`config.mk`:
```
export PLATFORM = sky130hd
export DESIGN_NAME = bitstream_byte_fetcher
export DESIGN_NICKNAME = d
export VERILOG_FILES = /design/src/rtl/bitstream_byte_fetcher.sv
export SDC_FILE = /design/constraint.sdc
export NUM_CORES = 1
export LEC_CHECK = 0
export BUFFER_PORTS_ARGS = -buffer_cell sky130_fd_sc_hd__clkbuf_2
export CAP_MARGIN = 20
export CORE_MARGIN = 2
export CORE_UTILIZATION = 54
export CTS_CLUSTER_SIZE = 40
export DETAILED_ROUTE_END_ITERATION = 7
export PLACE_DENSITY = 0.71
export REMOVE_ABC_BUFFERS = 1
export SETUP_SLACK_MARGIN = 0.1
export SYNTH_ARGS = -nofsm -noshare
export SYNTH_HDL_FRONTEND = slang
export SYNTH_SLANG_ARGS = --single-unit
```
`constraint.sdc`:
```
create_clock -name clk -period 4.8 [get_ports clk]
set_input_delay 0.48 -clock clk [delete_from_list [all_inputs] [get_ports clk]]
set_output_delay 0.48 -clock clk [all_outputs]
set_load 0.01 [all_outputs]
```
`src/rtl/bitstream_byte_fetcher.sv`:
```
// Bitstream byte fetcher: buffers 32-bit slice-data words in a small FIFO and
// hands them to the arithmetic decoder one byte at a time, MSB byte first.
module bitstream_byte_fetcher #(
  parameter int FIFO_DEPTH = 4
) (
  input  logic        clk,
  input  logic        rst,
  input  logic [31:0] word_in,
  input  logic        word_valid,
  output logic        word_ready,
  input  logic        flush,
  input  logic        byte_req,
  output logic [7:0]  byte_out,
  output logic        byte_valid,
  output logic        stall,
  output logic        underflow_err,
  output logic [23:0] byte_count
);

  localparam int AW = $clog2(FIFO_DEPTH);

  localparam logic [1:0] ST_IDLE = 2'd0;
  localparam logic [1:0] ST_RUN  = 2'd1;
  localparam logic [1:0] ST_ERR  = 2'd2;

  logic [31:0]   mem [FIFO_DEPTH];
  logic [AW-1:0] wr_ptr;
  logic [AW-1:0] rd_ptr;
  logic [AW:0]   occ;
  logic [1:0]    idx;
  logic [1:0]    state;
  logic          ready_en;
  logic [23:0]   cnt;
  logic [31:0]   head;
  logic          push;
  logic          take;
  logic          pop;

  // occ never exceeds FIFO_DEPTH (a power of two), so its MSB alone means full
  assign word_ready    = ready_en && !occ[AW] && !flush;
  assign push          = word_valid && word_ready;
  assign byte_valid    = (occ != '0) && (state == ST_RUN);
  assign take          = byte_req && byte_valid && !flush;
  assign pop           = take && (idx == 2'd3);
  assign stall         = byte_req && !byte_valid;
  assign underflow_err = (state == ST_ERR);
  assign byte_count    = cnt;
  assign head          = mem[rd_ptr];

  always_comb begin
    byte_out = 8'h00;
    if (byte_valid) begin
      case (idx)
        2'd0:    byte_out = head[31:24];
        2'd1:    byte_out = head[23:16];
        2'd2:    byte_out = head[15:8];
        default: byte_out = head[7:0];
      endcase
    end
  end

  // Word storage carries no reset; occupancy alone decides what is valid
  always_ff @(posedge clk) begin
    if (push) mem[wr_ptr] <= word_in;
  end

  always_ff @(posedge clk or posedge rst) begin
    if (rst) begin
      wr_ptr   <= '0;
      rd_ptr   <= '0;
      occ      <= '0;
      idx      <= 2'd0;
      state    <= ST_IDLE;
      ready_en <= 1'b0;
      cnt      <= 24'd0;
    end else begin
      ready_en <= 1'b1;
      if (flush) begin
        wr_ptr <= '0;
        rd_ptr <= '0;
        occ    <= '0;
        idx    <= 2'd0;
        state  <= ST_IDLE;
        cnt    <= 24'd0;
      end else begin
        if (push) wr_ptr <= wr_ptr + 1'b1;
        if (pop)  rd_ptr <= rd_ptr + 1'b1;
        case ({push, pop})
          2'b10:   occ <= occ + 1'b1;
          2'b01:   occ <= occ - 1'b1;
          default: occ <= occ;
        endcase
        if (take) begin
          idx <= idx + 2'd1;
          cnt <= cnt + 24'd1;
        end
        case (state)
          ST_IDLE: if (push) state <= ST_RUN;
          ST_RUN:  if (byte_req && !byte_valid) state <= ST_ERR;
          ST_ERR:  state <= ST_ERR;
          default: state <= ST_IDLE;
        endcase
      end
    end
  end

endmodule

```
== Word level (Yosys, flattened, before mapping) ==
Memory sizes are Yosys's and may differ from the RTL's.
Cells that the tools add are included.
Storage, ports and cells
  flip-flop bits (word level): 36
  memory bits (writable): 128
  input port bits: 37
  logic and storage cells: 60
  memories kept: 1
Operators by class
  add/sub/neg operators: 6
  eq/ne operators: 9
  mux-type cells: 18
  reductions and logical operators: 19
Memories
  mem: depth 4, bits a word 32, rd ports 1, clocked after memory_dff 0, wr ports 1, RTL line 26  | logic [31:0] mem [FIFO_DEPTH];
Operators with widths (number)
  2-to-1 mux 24 bit: 2
  adder 24 x 1 -> 24 bit (second input constant): 1
  case mux 8 bit (3 select lines): 1
  2-to-1 mux 2 bit: 9
  == test 2 bit (second input constant): 4
  logical AND 1 bit: 8
  2-to-1 mux 8 bit: 1
  adder 2 x 1 -> 2 bit (second input constant): 3
  == test 2 x 1 -> 1 bit (second input constant): 3
  inequality test 3 bit (second input constant): 2
  case mux 2 bit (3 select lines): 1
  case mux 3 bit (2 select lines): 1
  nonzero test 2 bit: 3
  nonzero test 3 bit: 2
  zero test 2 bit: 2
  adder 3 x 1 -> 3 bit (second input constant): 1
  zero test 1 bit: 3
  2-to-1 mux 3 bit: 1
  subtractor 3 x 1 -> 3 bit (second input constant): 1
  2-to-1 mux 1 bit: 2
  AND reduction 2 bit: 1

== Longest topological paths before layout ==
  depth in word-level cells: 8
  gate-level depth with buffers: 8
  depth with buffers taken out: 8

== Worst setup path after synthesis ==
OpenSTA, ideal clock, no wires.
  kind: in2reg
  start point: input port flush
  end point: register occ[2]
  setup time: 82 ps
  arrival: 2270 ps
  required time: 4718 ps
  slack: 2448 ps
  cell stages on the path: 7
  buffers on the path: 3
  cells stage by stage: clkbuf_1 buf_1 clkbuf_1 nor2_1 fa_1 or3_1 a31oi_1
On the way
  cells in the longest elaborated chain, start to end: 6
RTL lines
  from (decl): RTL line 11  | input logic flush,
  zero test 1 bit: RTL line 40, 43
  logical AND 1 bit, on equally long branches: RTL line 43, 40
  logical AND 1 bit, on equally long branches: RTL line 44, 41
  == test 2 x 1 -> 1 bit or == test 2 bit (tied branches): RTL line 88  | case ({push, pop})
  case mux 3 bit (2 select lines): RTL line 88
  2-to-1 mux 3 bit: RTL line 78  | if (flush) begin
  to (signal assigned): RTL line 89  | 2'b10: occ <= occ + 1'b1;
  to (signal assigned): RTL line 90  | 2'b01: occ <= occ - 1'b1;
  to (decl): RTL line 29  | logic [AW:0] occ;
Several ways; a longest one is shown, not always the timed one.
A chain may end at the register's enable or synchronous reset.

== Worst setup path in the final report ==
  start point: register rd_ptr[1]
  end point: output port byte_out[3]
On the way
  cells in the longest elaborated chain, start to end: 3
RTL lines
  from (decl): RTL line 28  | logic [AW-1:0] rd_ptr;
  from (signal assigned): RTL line 87  | if (pop) rd_ptr <= rd_ptr + 1'b1;
  memory read (4 x 32 bit)
  case mux 8 bit (3 select lines): RTL line 53  | case (idx)
  2-to-1 mux 8 bit: RTL line 52  | if (byte_valid) begin
  to (decl): RTL line 13  | output logic [7:0] byte_out,
No other way between the ends.

==> summary.md <==
| Metric | Value |
|---|---|
| Status | `completed` |
| TNS Setup | `0 ns` |
| Period minus WS final | `3.16 ns` |
| Post-CTS Setup Inserts | `0` |
| Synth warn | `0` |
| Reg2reg end | `mem[2][7]$_DFFE_PP_` |
| Ant diodes | `0` |
| Critical path depth | `5` |
| Max-slew violations | `0` |
| Achievable Freq | `317 MHz` |
| Post-synthesis xor/xnor area fraction | `1.51%` |
| Largest family of logic cells by synthesized area | `multiplexers` |
| Synth area leaders | `edfxtp_1 (55%), dfrtp_1 (13%), mux4_2 (10%), ha_1 (2.3%), nor2_1 (1.8%)` |
| Path depth of the worst reg2reg path | `4` |
| # fillers | `924` |
| Dpl cells | `648` |
| GRT Residual Overflow | `0` |
| GP Congestion | `0.749` |
| Tot GR Track Use | `20.3%` |
| Clock Tree Buf Depth | `2` |
| Via count | `3928` |
| CTS Root Cell | `clkbuf_16` |
| Post-Syn Area per Cell | `16.7 um2` |
| Flop2flop setup slack | `2.25 ns` |
| Dpl ws | `2.14 ns` |
| Final setup fails | `0` |
| Drc violations | `0` |
| Worst vdd ir | `0.229 mV` |
| Clock sink count | `164` |
| CP bufs+invs | `2` |
| Worst-path clk slew | `0.06 ns` |
| Req. time, crit path | `4.32 ns` |
| Pin count of the biggest net entering global routing | `47` |
| Final wirelength | `13.2 mm` |
| Data arrival time of the critical path | `2.68 ns` |
| Hold buffers post-CTS | `0` |
| Synth unique cells | `49` |
| Setup CP Type | `reg -> out` |
| Height of the die | `117 um` |
| Final Worst Setup Slack | `1.64 ns` |
| # port buffers | `72` |
| Post-synthesis simple-gate area fraction | `8.53%` |
| Via/cell ratio | `5.78` |
| Iteration count of the initial detailed-routing pass | `7` |
| Post-synth ARST share | `22.0%` |
| Top_reg_cell synth | `edfxtp_1` |
| DR iter-0 viols | `321` |
| Cell Chain, Critical Path | `buf_4, mux4_2, a222oi_1, a211oi_1, clkbuf_2` |
| Sequential share of the synthesized area | `68.3%` |
| Leak | `2.93 nW` |
| Final ANT Viol Nets | `0` |
| Setup crit end kind | `output pin` |
| Final Cycle Share | `65.8%` |
| Dpl hpwl | `8.14 mm` |
| Flops & latches, synth | `164` |
| Die Width | `117 um` |
| Top cell type's share of synthesized area | `55.3%` |
| Compound-Gate Fraction of Synth Area | `4.79%` |
| Area growth from synthesis to layout | `15.9%` |
| Synth Area in Adders | `2.63%` |
| Row count | `41` |
| First-pass GRT wire length | `21.3 mm` |
| Worst setup SP type | `flop` |
| Final #Nets | `546` |
| RR Startpoint | `occ[2]$_DFFE_PP0P_` |
| Post-CTS Resized | `0` |
| Hold/Removal Path Class | `in -> async` |
| Syn Inst Count | `417` |
| Syn Std Cell Area | `6950 um2` |
| Share of layout cells above drive strength 1 | `30.8%` |
| Max_cap viols | `0` |
| Power per Cell Area | `366 nW/um2` |
| H-tree depth | `4` |
| Worst slew pin tran | `0.744 ns` |
| Critical path's slowest cell | `dfrtp_1` |
| Clk_lat worst skew | `0.43 ns` |
| Final std cells w/o fill | `679` |
| Max-Slew Margin vs Limit | `50.4%` |
| Number of synthesized flops with an enable pin | `128` |
| Max incr delay on CP | `0.76 ns` |
| Initial Utilization | `55.3%` |
| Cell taking the most area after synthesis | `edfxtp_1` |
| CTS tree | `built` |
| Critical Path End | `byte_out[3]` |
| Vias in the first global route | `4023` |
| RSZ-0062 raised after global routing | `no` |
| Crit path from | `rd_ptr[1]$_DFFE_PP0P_` |
| Multiplexer area fraction after synthesis | `11.9%` |
| Die area | `13800 um2` |
| Minimum hold slack | `0.129 ns` |
| Num CTS Buffers | `17` |
| Initial antenna violation count | `0` |
| Family with the most delay on the worst path | `flip-flops` |
| Final hold violation count | `0` |
| I/O Pins | `73` |
| CP Max Fanout | `20` |
| Clock skew | `0.00826 ns` |
| DR WL/cell | `19.5 um` |
| Core Region | `12600 um2` |
-- flip-flops by register name, summed over array words and instances (netlist names) --
| signal | flops |
|---|---|
| byte_count | 24 |
| wr_ptr | 2 |
| idx | 2 |
| occ | 3 |
| rd_ptr | 2 |
| mem | 128 |
| state | 2 |
| ready_en | 1 |
-- stage by stage --
step / utilization (%) / power, mW / instance area [um2]
after floorplan: - / 1.64 / 6840
after detailed placement: 59.6 / 1.69 / 7490
final: 64.1 / 2.95 / 8060
after CTS: 64.1 / 2.97 / 8060
after global routing: 64.1 / 3.05 / 8060
after global placement: 59.5 / 1.68 / 7470
-- synthesized netlist by cell type, types with 2 or more instances --
master / n
a211oi_1: 8
a21oi_1: 14
a222oi_1: 8
and2_1: 8
and4_1: 2
buf_1: 5
buf_2: 4
buf_4: 3
buf_6: 2
clkbuf_1: 8
dfrtp_1: 36
edfxtp_1: 128
ha_1: 13
inv_1: 12
mux2_1: 3
mux2_2: 4
mux2i_1: 3
mux4_2: 32
nand2_1: 14
nand2_2: 2
nand2b_1: 2
nand3_1: 9
nand4_1: 2
nor2_1: 34
nor2b_1: 7
nor3_1: 2
nor3b_1: 2
nor4_1: 3
o21ai_0: 2
o31ai_1: 8
or3_1: 2
or4_1: 8
xnor2_1: 5
xor2_1: 7
-- layer usage --
metal  vias up  global-route usage, %  wire, um
met5         -                      0         0
met4         0                   6.10       146
met3        14                   5.77       731
met2       103                   33.7      6650
met1      2021                   26.4      5680
li1       1790                      -         -
-- area by class of cell --
type,instances,area (um2),share of cell area [%]
flip-flops and latches,164,4750,58.9
multi-input cells,219,2050,25.4
repair buffers,81,440,5.47
clock buffers,17,425,5.28
well taps,172,215,2.67
clock inverters,14,138,1.71
inverters,12,45.0,0.559
-- power by group --
| group | leakage, nW | internal, mW | switching (mW) |
|---|---|---|---|
| logic | 1.00 | 0.0366 | 0.0577 |
| registers | 1.65 | 1.55 | 0.00831 |
| clock network | 0.274 | 0.758 | 0.537 |
-- worst reg2reg max path, stage by stage (launching register included) --
cell	delay [ns]
dfrtp_1	0.48
nand3b_1	0.40
nor2_1	0.26
and2_1	0.64
buf_4	0.45
-- how the worst min path moves through the flow --
stage	start	endpoint	slack (ns)	depth (start not counted)
2_1_floorplan	state[1]$_DFFE_PP0P_	state[1]$_DFFE_PP0P_	0.51	2
3_3_place_gp	byte_count[8]$_DFFE_PP0P_	byte_count[8]$_DFFE_PP0P_	0.54	2
3_5_place_dp	byte_count[8]$_DFFE_PP0P_	byte_count[8]$_DFFE_PP0P_	0.56	2
4_1_cts	rst	byte_count[18]$_DFFE_PP0P_	0.14	3
5_1_grt	rst	byte_count[18]$_DFFE_PP0P_	0.18	3
6_report	rst	byte_count[18]$_DFFE_PP0P_	0.13	3
-- cell families after synthesis --
logic type	Yosys count
muxes	42
AOI/OAI and AO/OA	45
xor gates and xnor gates	12
DFF	164
adders and majority gates	14
and+or+nand+nor	105
other	1
buffers and inverters	34
-- cell usage in the layout (no fill, tap or decap), drive strengths merged, types with 5 or more instances in the layout --
cell type | Yosys | routed
edfxtp | 128 | 128
clkbuf | 8 | 89
dfrtp | 36 | 36
nor2 | 34 | 34
mux4 | 32 | 32
nand2 | 16 | 16
a21oi | 14 | 14
inv | 12 | 14
ha | 13 | 13
nand3 | 9 | 9
o31ai | 9 | 9
buf | 14 | 9
and2 | 8 | 8
or4 | 8 | 8
a222oi | 8 | 8
a211oi | 8 | 8
clkinv | 0 | 8
nor2b | 7 | 7
xor2 | 7 | 7
mux2 | 7 | 7
xnor2 | 5 | 5
nor4 | 5 | 5
(Power assumes the default switching activity.)
